===== src/rtl/snake_body_renderer.sv =====
// Snake body renderer: keeps a circular history of head positions, draws each new
// head pixel, erases the oldest pixel once at full length, and flags self-collision.
module snake_body_renderer #(
  parameter int          MAX_LEN     = 8,
  parameter int          INIT_LEN    = 4,
  parameter logic [2:0]  BODY_COLOUR = 3'b010,
  parameter logic [2:0]  BG_COLOUR   = 3'b000
) (
  input  logic                             clk,
  input  logic                             resetn,
  input  logic                             step,
  input  logic [7:0]                       head_x,
  input  logic [6:0]                       head_y,
  input  logic                             grow,
  output logic [7:0]                       vga_x,
  output logic [6:0]                       vga_y,
  output logic [2:0]                       vga_colour,
  output logic                             vga_plot,
  output logic                             busy,
  output logic                             self_hit,
  output logic [$clog2(MAX_LEN+1)-1:0]     length
);

  localparam int PTR_W = $clog2(MAX_LEN);
  localparam int LEN_W = $clog2(MAX_LEN + 1);

  typedef enum logic [1:0] {IDLE, ERASE, SCAN, DRAW} state_t;

  state_t             state;
  logic [7:0]         hx;
  logic [6:0]         hy;
  logic [14:0]        mem [MAX_LEN];
  logic [PTR_W-1:0]   rd_ptr;
  logic [PTR_W-1:0]   wr_ptr;
  logic [PTR_W-1:0]   scan_ptr;
  logic [LEN_W-1:0]   count;
  logic [LEN_W-1:0]   scan_left;

  assign busy = (state != IDLE);

  // NOTE: history storage carries no reset; count/pointers alone define which entries are live.
  always_ff @(posedge clk) begin
    if (resetn && state == DRAW)
      mem[wr_ptr] <= {hx, hy};
  end

  // NOTE: all state below uses non-blocking assignments so every branch sees pre-edge values.
  always_ff @(posedge clk) begin
    if (!resetn) begin
      state      <= IDLE;
      hx         <= '0;
      hy         <= '0;
      rd_ptr     <= '0;
      wr_ptr     <= '0;
      scan_ptr   <= '0;
      count      <= '0;
      scan_left  <= '0;
      length     <= LEN_W'(INIT_LEN);
      self_hit   <= 1'b0;
      vga_plot   <= 1'b0;
      vga_x      <= '0;
      vga_y      <= '0;
      vga_colour <= '0;
    end else begin
      // Growth is independent of the step sequence; the erase decision below sees the old length.
      if (grow && length != LEN_W'(MAX_LEN))
        length <= length + LEN_W'(1);

      case (state)
        IDLE: begin
          vga_plot <= 1'b0;
          if (step) begin
            hx <= head_x;
            hy <= head_y;
            if (count == length) begin
              state            <= ERASE;
              vga_plot         <= 1'b1;
              {vga_x, vga_y}   <= mem[rd_ptr];
              vga_colour       <= BG_COLOUR;
            end else if (count != '0) begin
              state     <= SCAN;
              scan_ptr  <= rd_ptr;
              scan_left <= count;
            end else begin
              state      <= DRAW;
              vga_plot   <= 1'b1;
              vga_x      <= head_x;
              vga_y      <= head_y;
              vga_colour <= BODY_COLOUR;
            end
          end
        end

        ERASE: begin
          rd_ptr <= rd_ptr + PTR_W'(1);
          count  <= count - LEN_W'(1);
          if (count > LEN_W'(1)) begin
            state     <= SCAN;
            vga_plot  <= 1'b0;
            scan_ptr  <= rd_ptr + PTR_W'(1);
            scan_left <= count - LEN_W'(1);
          end else begin
            state      <= DRAW;
            vga_plot   <= 1'b1;
            vga_x      <= hx;
            vga_y      <= hy;
            vga_colour <= BODY_COLOUR;
          end
        end

        SCAN: begin
          if (mem[scan_ptr] == {hx, hy})
            self_hit <= 1'b1;
          scan_ptr  <= scan_ptr + PTR_W'(1);
          scan_left <= scan_left - LEN_W'(1);
          if (scan_left == LEN_W'(1)) begin
            state      <= DRAW;
            vga_plot   <= 1'b1;
            vga_x      <= hx;
            vga_y      <= hy;
            vga_colour <= BODY_COLOUR;
          end
        end

        DRAW: begin
          wr_ptr   <= wr_ptr + PTR_W'(1);
          count    <= count + LEN_W'(1);
          vga_plot <= 1'b0;
          state    <= IDLE;
        end

        default: begin
          state    <= IDLE;
          vga_plot <= 1'b0;
        end
      endcase
    end
  end

endmodule


===== config.mk =====
export PLATFORM = sky130hd
export DESIGN_NAME = snake_body_renderer
export DESIGN_NICKNAME = d
export VERILOG_FILES = /design/src/rtl/snake_body_renderer.sv
export SDC_FILE = /design/constraint.sdc
export NUM_CORES = 1
export LEC_CHECK = 0
export ABC_AREA = 1
export CAP_MARGIN = 20
export CELL_PAD_IN_SITES_DETAIL_PLACEMENT = 1
export CELL_PAD_IN_SITES_GLOBAL_PLACEMENT = 1
export CORE_MARGIN = 1
export CORE_UTILIZATION = 35
export CTS_CLUSTER_DIAMETER = 50
export DETAILED_ROUTE_END_ITERATION = 8
export PLACE_DENSITY_LB_ADDON = 0.25
export SYNTH_ARGS = -nofsm -noshare
export SYNTH_HDL_FRONTEND = slang
export SYNTH_SLANG_ARGS = --single-unit

===== constraint.sdc =====
create_clock -name clk -period 2.45 [get_ports clk]
set_input_delay 0.49 -clock clk [delete_from_list [all_inputs] [get_ports clk]]
set_output_delay 0.49 -clock clk [all_outputs]
set_load 0.005 [all_outputs]

==> results of run 1 <==
synthesized netlist by cell type (all sizes together):
library cell	number	area, um^2
a211oi	1	7.51
a21oi	142	748
a221oi	2	17.5
a31oi	4	25.0
buf	32	194
clkbuf	34	129
clkinv	2	8.75
conb	1	3.75
dfxtp	62	1240
edfxtp	120	3600
ha	17	213
inv	155	582
nand2	223	852
nand3	142	711
nand4	1	6.26
nor2	67	254
nor3b	1	7.51
nor4	1	6.26
o211ai	2	15.0
o21ai	122	611
o22ai	3	18.8
o31ai	1	7.51
xnor2	1	8.76
xor2	6	52.6
stage by stage:
step	setup slack [ns]	hold WS (ns)	total power [uW]
finish	0.153	0.468	11700
global route	0.0165	0.492	12400
CTS	0.0361	0.475	11700
detailed placement	0.367	0.459	8960
global placement	0.401	0.454	8820
floorplan	0.343	0.447	7180
path summary, 6_finish.rpt:
kind | start | end | slack, ns | cells past startpoint
max reg2reg | count[0] | vga_y[1] | 0.42 | 11
min reg2reg | self_hit | self_hit | 0.47 | 2
max | state[0] | busy | 0.15 | 4
min | self_hit | self_hit | 0.47 | 2
metal layers:
layer  part of all wire (%)  vias to the layer above
li1                       -                     3898
met1                     47                     4063
met2                     47                      210
met3                    4.7                       37
met4                    1.3                        0
met5                      0                        -
report_power, final:
group / internal (uW) / total [uW] / switching (uW)
Combinational: 1720 / 4990 / 3270
Clock: 1370 / 2750 / 1390
Sequential: 3690 / 3960 / 270
area by class of cell:
cell class / count / area, um^2
Fill cell: 3125 / 15100
Sequential cell: 182 / 4850
Multi-Input combinational cell: 738 / 3590
Timing Repair Buffer: 93 / 901
Inverter: 157 / 591
Clock buffer: 17 / 425
Tap cell: 335 / 419
Clock inverter: 15 / 154
registers in the layout, indices dropped and copies added, names as in the netlist, 2 cells and up, named ones only:
signal / flops
mem: 120
hx: 8
vga_x: 8
hy: 7
vga_y: 7
count: 4
length: 4
scan_left: 4
rd_ptr: 3
scan_ptr: 3
wr_ptr: 3
state: 2
critical path, stage by stage (launching register included):
cell and delay [ns]:
sky130_fd_sc_hd__dfxtp_1 0.40, sky130_fd_sc_hd__inv_1 0.12, sky130_fd_sc_hd__ha_2 0.25, sky130_fd_sc_hd__inv_1 0.10
sky130_fd_sc_hd__clkdlybuf4s50_1 0.50
cells by family (layout without fill, tap and decap cells):
family	after synthesis	in the layout
AOI/OAI and AO/OA	277	277
xor gates and xnor gates	7	7
adders and majority gates	17	17
and+or+nand+nor	435	435
other	1	2
buffers and inverters	223	282
DFF	182	182
what timing repair did:
action | 4_1_cts | 5_1_grt
gates resized for setup | 0 | 1
buffers inserted | 0 | 0
endpoints found under the setup margin | 0 | 1
==> results.py, run 1 <==
metrics = {
    "synth": {
        "postSynthAreaPerCell_um2": 8.16,
        "synth_compound_gate_area_share_pct": 15.6,
        "synthAdderAreaFrac_pct": 2.28,
        "synth_top_family_by_area": "simple AND/OR/NAND/NOR gates",
        "netlist-cell-type-count": 35,
        "synth-seq-cells": 182,
        "yosys.area_share.simple_pct": 19.7,
        "synth_seq_area_share_pct": 52.0,
        "post_synth_mux_area_share_pct": 0,
        "post_syn_area_um2": 9320,
        "synthCells": 1142,
        "yosysWarnings": 0,
        "parity_gate_share_of_the_synthesized_area_counting_xor_and_xnor_cells_pct": 0.658,
    },
    "finish": {
        "final_layout_size_suffix_gt1_share_pct": 9.82,
        "antenna_cells": 0,
        "postLayoutCellArea_um2": 10900,
        "layout.core_utilization_pct": 41.9,
        "area_growth_syn_to_layout_pct": 17.2,
        "mostFrequentLayoutCell": "sky130_fd_sc_hd__nand2_1",
        "mostFrequentLayoutCells": "219 x sky130_fd_sc_hd__nand2_1, 148 x sky130_fd_sc_hd__inv_1, 142 x sky130_fd_sc_hd__nand3_1, 132 x sky130_fd_sc_hd__a21oi_1, 120 x sky130_fd_sc_hd__edfxtp_1",
        "design.final.nets": 1225,
        "post_layout_nonfiller_instances": 1537,
    },
    "cts": {
        "h-tree-depth": 4,
        "ctsHoldBuffers": 0,
        "clk_transition_reported_paths_ns": 0.08,
        "max-clock-path-buffers": 2,
        "cts_inserted_buffers": 17,
        "cts.root.buffer_cell": "sky130_fd_sc_hd__clkbuf_16",
        "tritoncts_clock_tree": "yes",
        "clock_insertion_delay_worst_skew_ns": 0.45,
        "cts.sink_count": 182,
    },
    "die": {
        "initial_utilization_pct": 35.8,
        "core.rowCount": 59,
        "placeableCoreArea_um2": 26100,
        "die_width_um": 165,
        "number_of_top_level_pins": 44,
        "floorplan.die_area_um2": 27300,
        "die_y_um": 165,
    },
    "sta": {
        "setup_viol_count_final": 0,
        "hold_violations": 0,
        "clock.fmax_mhz": 435,
        "skew_ns": 0.0110,
        "worstMarginPinSlew_ns": 0.832,
        "slew_viol_final": 0,
        "setup-tns-final_ns": 0,
        "layout_worst_path_cycle_share_pct": 93.8,
        "finalWorstPathRequiredPeriod_ns": 2.30,
        "maxSlewHeadroom_pct": 44.5,
        "grt_setup_unrepaired": "no",
    },
    "worst_setup_path": {
        "critical_path_at_ns": 1.81,
        "worst-path-max-fanout": 5,
        "timing.setup.critical_path_class": "reg2out",
        "end_kind": "primary output",
        "critPathRequiredTime_ns": 1.96,
        "start_kind": "flop",
    },
    "place": {
        "numPortBuffers": 41,
        "dp.final_hpwl_um": 20500,
        "dp_cell_count": 1505,
        "postPlaceCellArea_um2": 10300,
        "gp_routability_congestion": 0.804,
    },
    "route": {
        "wire_per_inst_um": 20.0,
        "finalWirelength_um": 30700,
        "drt_pass1_iterations": 5,
        "first_iter_violations": 552,
        "drt_drc_violations_left": 0,
        "vias_per_cell": 5.34,
        "dr_total_vias": 8208,
        "final_antenna_net_count": 0,
    },
    "grt": {
        "global_route.usage.total_pct": 23.7,
        "globalRoute.busiestLayer": "met2",
        "grtUsageMet2_pct": 39.0,
        "grt_use_met3_pct": 2.92,
        "grt_pass1_wl_um": 47500,
        "grt_use_met1_pct": 32.7,
        "pin_count_of_the_biggest_net_entering_global_routing": 61,
        "antenna_found_initial": 1,
        "vias_in_the_first_global_route": 8158,
        "overflow": 0,
    },
    "pwr": {
        "power.density_nw_per_um2": 1070,
        "power.ir.vdd_worst_mv": 0.648,
        "leak_pwr_uw": 0.00444,
    },
    "outcome": {
        "outcome": "complete, no violations",
    },
    "min_path": {
        "hold_class": "reg2reg",
    },
    "flow_run": {
        "drv_cap": 0,
    },
}
Note: power is estimated with default switching activity, not from simulation.
==> run 2, diff against run 1 <==
==> constraint.sdc (replaced) <==
create_clock -name clk -period 2 [get_ports clk]
set_input_delay 0.4 -clock clk [delete_from_list [all_inputs] [get_ports clk]]
set_output_delay 0.4 -clock clk [all_outputs]
set_load 0.005 [all_outputs]
==> run 2 against run 1 <==
Effect of this change: clock power grew 30%; sequential power up 21%; power increased by 26%; final cell count rose by 1.4%; cell area is 3.3% higher; non-clock buffer count grew 21; worst setup slack worse by 0.029 ns; critical path depth fell by 3; largest cell class unchanged; largest power group unchanged.
==> results.py, run 2 (synthesized netlist as in run 1, its figures left out) <==
metrics = {
    "place": {
        "postPlaceCellArea_um2": 10600,
        "numPortBuffers": 41,
        "detailedPlace.worstSlack_ns": -0.111,
        "dp.final_hpwl_um": 21100,
        "gp_routability_congestion": 0.812,
        "dp_cell_count": 1523,
    },
    "cts": {
        "clk_transition_reported_paths_ns": 0.07,
        "cts_inserted_buffers": 17,
        "ctsHoldBuffers": 0,
        "tritoncts_clock_tree": "yes",
        "cts.root.buffer_cell": "sky130_fd_sc_hd__clkbuf_16",
        "h-tree-depth": 4,
        "cts.sink_count": 182,
        "max-clock-path-buffers": 2,
        "clock_insertion_delay_worst_skew_ns": 0.44,
    },
    "die": {
        "core.rowCount": 59,
        "initial_utilization_pct": 35.8,
        "die_y_um": 165,
        "floorplan.die_area_um2": 27300,
        "placeableCoreArea_um2": 26100,
        "die_width_um": 165,
        "number_of_top_level_pins": 44,
    },
    "pwr": {
        "leak_pwr_uw": 0.00461,
        "power.density_nw_per_um2": 1310,
        "power.ir.vdd_worst_mv": 0.877,
    },
    "worst_setup_path": {
        "critPathRequiredTime_ns": 1.60,
        "worst-path-max-fanout": 2,
        "critical_path_at_ns": 1.48,
        "destination_of_the_worst_register_to_register_timing_path": "vga_y[4]",
        "cp_top_family": "buffers and inverters",
        "setup_slack_reg_to_reg_ns": 0.15,
        "cp_cell_sequence": "clkdlybuf4s50_1",
        "critical_path.reg2reg.startpoint": "count[1]",
        "timing.critical_path.buf_inv": 1,
        "worst_path_largest_cell_delay_ns": 0.57,
        "cpMaxStageDelayCell": "sky130_fd_sc_hd__clkdlybuf4s50_1",
        "worstRegToRegCells": 9,
        "start_kind": "flop",
        "end_kind": "primary output",
        "timing.setup.critical_path_class": "reg2out",
    },
    "finish": {
        "top_regs": "mem (120), hx (8), vga_x (8)",
        "postLayoutCellArea_um2": 11300,
        "ff_latch_area_um2": 4860,
        "mostFrequentLayoutCells": "218 x sky130_fd_sc_hd__nand2_1, 147 x sky130_fd_sc_hd__inv_1, 142 x sky130_fd_sc_hd__nand3_1, 132 x sky130_fd_sc_hd__a21oi_1, 120 x sky130_fd_sc_hd__edfxtp_1",
        "top_register": "mem",
        "multi_input_area_um2": 3600,
        "design.final.nets": 1246,
        "mostFrequentLayoutCell": "sky130_fd_sc_hd__nand2_1",
        "antenna_cells": 0,
        "post_layout_nonfiller_instances": 1558,
        "area_growth_syn_to_layout_pct": 21.0,
        "filler_cell_count": 3109,
        "largest_reg_flops": 120,
        "final_layout_size_suffix_gt1_share_pct": 11.9,
    },
    "grt": {
        "grt_pass1_wl_um": 47500,
        "pin_count_of_the_biggest_net_entering_global_routing": 61,
        "antenna_found_initial": 0,
        "overflow": 0,
        "vias_in_the_first_global_route": 8141,
        "global_route.usage.total_pct": 23.8,
    },
    "min_path": {
        "hold_path_end": "vga_colour[1]",
        "min_delay_path_depth": 2,
        "hold_path_startpoint": "vga_colour[1]",
        "hold_class": "reg2reg",
    },
    "route": {
        "drt_drc_violations_left": 0,
        "drt_pass1_iterations": 5,
        "wire_per_inst_um": 19.9,
        "dr_total_vias": 8212,
        "finalWirelength_um": 31000,
        "vias_per_cell": 5.27,
        "final_antenna_net_count": 0,
        "first_iter_violations": 606,
    },
    "outcome": {
        "outcome": "complete, no violations",
    },
    "flow_run": {
        "drv_cap": 0,
    },
    "sta": {
        "setup_viol_count_final": 0,
        "worstMarginPinSlew_ns": 0.733,
        "layout_setup_ws_ns": 0.123,
        "finalWorstPathRequiredPeriod_ns": 1.88,
        "grt_setup_unrepaired": "no",
        "layout_worst_path_cycle_share_pct": 93.8,
        "holdWs_ns": 0.467,
        "hold_violations": 0,
        "skew_ns": 0.0115,
        "maxSlewHeadroom_pct": 51.0,
        "slew_viol_final": 0,
        "clock.fmax_mhz": 533,
    },
}
run 2: cell type report:
cell class / count / share of cell area (%)
clock buffers: 18 / 3.99
clock inverters: 14 / 1.59
inverters: 157 / 5.25
multi-input cells: 738 / 31.9
flip-flops and latches: 182 / 43.0
well taps: 335 / 3.71
repair buffers: 114 / 10.6
run 2: worst reg2reg max path, stage by stage (launching register included):
cell and delay (ns):
sky130_fd_sc_hd__dfxtp_1 0.35, sky130_fd_sc_hd__buf_4 0.15, sky130_fd_sc_hd__xor2_1 0.14, sky130_fd_sc_hd__nor2_2 0.13, sky130_fd_sc_hd__nand2_4 0.13, sky130_fd_sc_hd__inv_4 0.25
sky130_fd_sc_hd__nand3_1 0.25, sky130_fd_sc_hd__a21oi_2 0.17, sky130_fd_sc_hd__o21ai_1 0.08, sky130_fd_sc_hd__a21oi_1 0.13
run 2: power by group:
part / leakage (uW) / internal [uW] / switching [uW] / total (uW)
clock: 0.000311 / 1890 / 1690 / 3580
combinational: 0.00269 / 2360 / 4050 / 6410
sequential: 0.00161 / 4530 / 284 / 4810
run 2: metal layers:
| layer | GRT usage (%) | wire, um | vias to the layer above |
|---|---|---|---|
| met5 | 0 | 0 | - |
| met4 | 6.71 | 646 | 0 |
| met3 | 3.60 | 1700 | 44 |
| met2 | 37.7 | 14300 | 237 |
| met1 | 33.4 | 14400 | 3991 |
| li1 | - | - | 3940 |
run 2: stage by stage:
step           util (%)  total power, uW  TNS (ns)
2_1_floorplan         -             8800     -6.40
3_3_place_gp       40.7            11000    -0.100
3_5_place_dp       40.7            11200    -0.111
4_1_cts            43.1            14800         0
5_1_grt            43.3            15700         0
6_report           43.3            14800         0
run 2: worst max path at each step:
stage / slack [ns] / endpoint / start / cells after the start
2_1_floorplan: -0.11 / mem[0][0] / state[0] / 6
3_3_place_gp: -0.10 / flop / step / 7
3_5_place_dp: -0.11 / flop / step / 7
4_1_cts: 0.02 / flop / count[0] / 10
5_1_grt: 0.002 / vga_y[1] / count[0] / 11
6_report: 0.12 / self_hit / self_hit / 1
run 2: repair_timing:
item                       CTS  global route
resized for setup            6             7
buffers inserted             0             2
pin swaps                    0             2
setup endpoints to repair    2            27
gates cloned                 0             1
==> RTL edit (settings of run 1) <==
The parameter `MAX_LEN` goes from 8 to 4.
--- a/src/rtl/snake_body_renderer.sv
+++ b/src/rtl/snake_body_renderer.sv
@@ -1,7 +1,7 @@
 // Snake body renderer: keeps a circular history of head positions, draws each new
 // head pixel, erases the oldest pixel once at full length, and flags self-collision.
 module snake_body_renderer #(
-  parameter int          MAX_LEN     = 8,
+  parameter int          MAX_LEN     = 4,
   parameter int          INIT_LEN    = 4,
   parameter logic [2:0]  BODY_COLOUR = 3'b010,
   parameter logic [2:0]  BG_COLOUR   = 3'b000
Ports: changed (resized length); port bits go from 44 to 43. No check against the original RTL was run, so the function may have changed too.
==> RTL edit against run 1 <==
  * Setup slack lost 0.011 ns
  * Sequential cell count shrank 68
  * Routed wire length shrank 43%
  * Clock power shrank 7%
  * Combinational power shrank 24%
  * Total power shrank 23%
  * Sequential share of layout area shrank 3.3 points
  * Synthesized area shrank 38%
  * Non-clock buffer count shrank 32
  * Critical path depth is the same
  * Final area shrank 36%
  * Critical path type unchanged
  * Highest routed layer unchanged
==> RTL edit: results (changes against run 1) <==
stage	metric	value	unit	change
outcome	status	finished, final reports clean		
global_routing	largest net degree at the start of global routing	32		-48%
clock_tree	Clock Latency Late Sink	0.42	ns	-0.03 ns
critical_path	capturing point of the worst reg2reg path	vga_x[7]		
final_layout	CLK BUF	28		+11
synth	most area-consuming cells after synthesis	edfxtp_1, dfxtp_1, nand2_1, o21ai_0, nor2_1		
final_layout	number of multi-input logic gates	503		-32%
critical_path	worst reg2reg path depth	10		-1
global_routing	GRT Total Usage	22.2	%	-1.4 points
global_routing	antenna violations before repair	0		-1
global_routing	GRT met2 Usage	41.0	%	+2.1 points
power_and_ir_drop	Leak	2.84	nW	-36%
synth	Syn Inst Count	700		-39%
route	met2 WL	9140	um	-37%
power_and_ir_drop	Clock Power Share	28.4	%	+4.9 points
final_layout	invs w/o clock	47		-70%
global_routing	grt met3 use	4.92	%	+2.0 points
route	via count	5043		-39%
global_routing	global-route wire length before repair	27800	um	-41%
timing	period utilization	94.2	%	+0.43 points
power_and_ir_drop	Seq group	2.67	mW	-33%
clock_tree	clock sinks	114		-37%
power_and_ir_drop	peak supply drop	0.593	mV	-8.6%
place	estimated wirelength of the detail-placed design	11600	um	-43%
final_layout	Layout clock area frac	8.76	%	+3.5 points
final_layout	Top Registers	mem (60), hx (8), vga_x (8)		
final_layout	Signal buffers	61		-34%
route	final wirelength	17400	um	-43%
power_and_ir_drop	P_int	5.48	mW	-19%
place	GPL Wtd Cong	0.829		+3.1%
place	placed cell count	941		-37%
final_layout	nets@finish	781		-36%
min_path	worst hold path endpoint	self_hit		
global_routing	met1 GRT Util	24.2	%	-8.5 points
final_layout	Layout fillers	1953		-38%
final_layout	multi-input logic area	2500	um2	-30%
clock_tree	Gates resized, CTS repair	0		unchanged
min_path	Hold/Removal Path Class	register to register		
global_routing	vias in the first global route	5507		-32%
route	WL met3	645	um	-55%
route	WL met1	7180	um	-50%
final_layout	signal buffers share of area	8.29	%	+0.051 points
timing	Final Skew	0.00722	ns	-0.00381 ns
route	drt pass-1 iters	4		-1
route	Initial DRC Count	175		-68%
route	vias per cell	5.18		-2.9%
synth	Post-synth EDFFs	60		-50%
power_and_ir_drop	switch share	39.1	%	-3.0 points
final_layout	share of layout cells above drive strength 1	8.98	%	-0.83 points
synth	Seq/Total Area, Yosys	50.0	%	-1.9 points
timing	worst hold slack	0.459	ns	-0.00837 ns
place	worst slack at placement	0.166	ns	-0.200 ns
final_layout	fraction of area in registers	41.0	%	-3.3 points
clock_tree	Reg clk slew, reported paths	0.05	ns	-0.03 ns
synth	Post-synth top cells	nand2_1, nor2_1, o21ai_0, edfxtp_1		
final_layout	ANT cells	0		unchanged
place	IO buf count	40		-2.4%
critical_path	R2R Setup Slk	0.26	ns	-0.16 ns
final_layout	Area Growth Syn to Fin	22.0	%	
==> RTL edit: cell count changes after synthesis, moves of 15 or more <==
cell,before,now
nand2_1,219,184
inv_1,148,39
mux2i_1,0,15
clkbuf_1,33,14
a21oi_1,132,36
nand3_1,142,54
o21ai_0,104,71
edfxtp_1,120,60
==> RTL edit: worst max-delay path, stage by stage, from the launching register on <==
cell	delay (ns)
dfxtp_1	0.41
inv_1	0.12
ha_1	0.27
inv_2	0.09
clkdlybuf4s50_1	0.52
==> RTL edit: cell families (layout without fill, tap and decap cells) <==
kind of cell / count (synthesis) / after routing / share of synthesized area, %
AO/OA/AOI/OAI: 142 / 142 / 13.3
XOR/XNOR: 5 / 5 / 0.890
adder cells (fa/ha/maj): 18 / 18 / 3.91
buffers and inverters: 84 / 140 / 6.64
flip-flops: 114 / 114 / 50.0
multiplexers: 15 / 15 / 2.61
other: 1 / 2 / 0.0651
AND/OR/NAND/NOR: 321 / 321 / 22.6
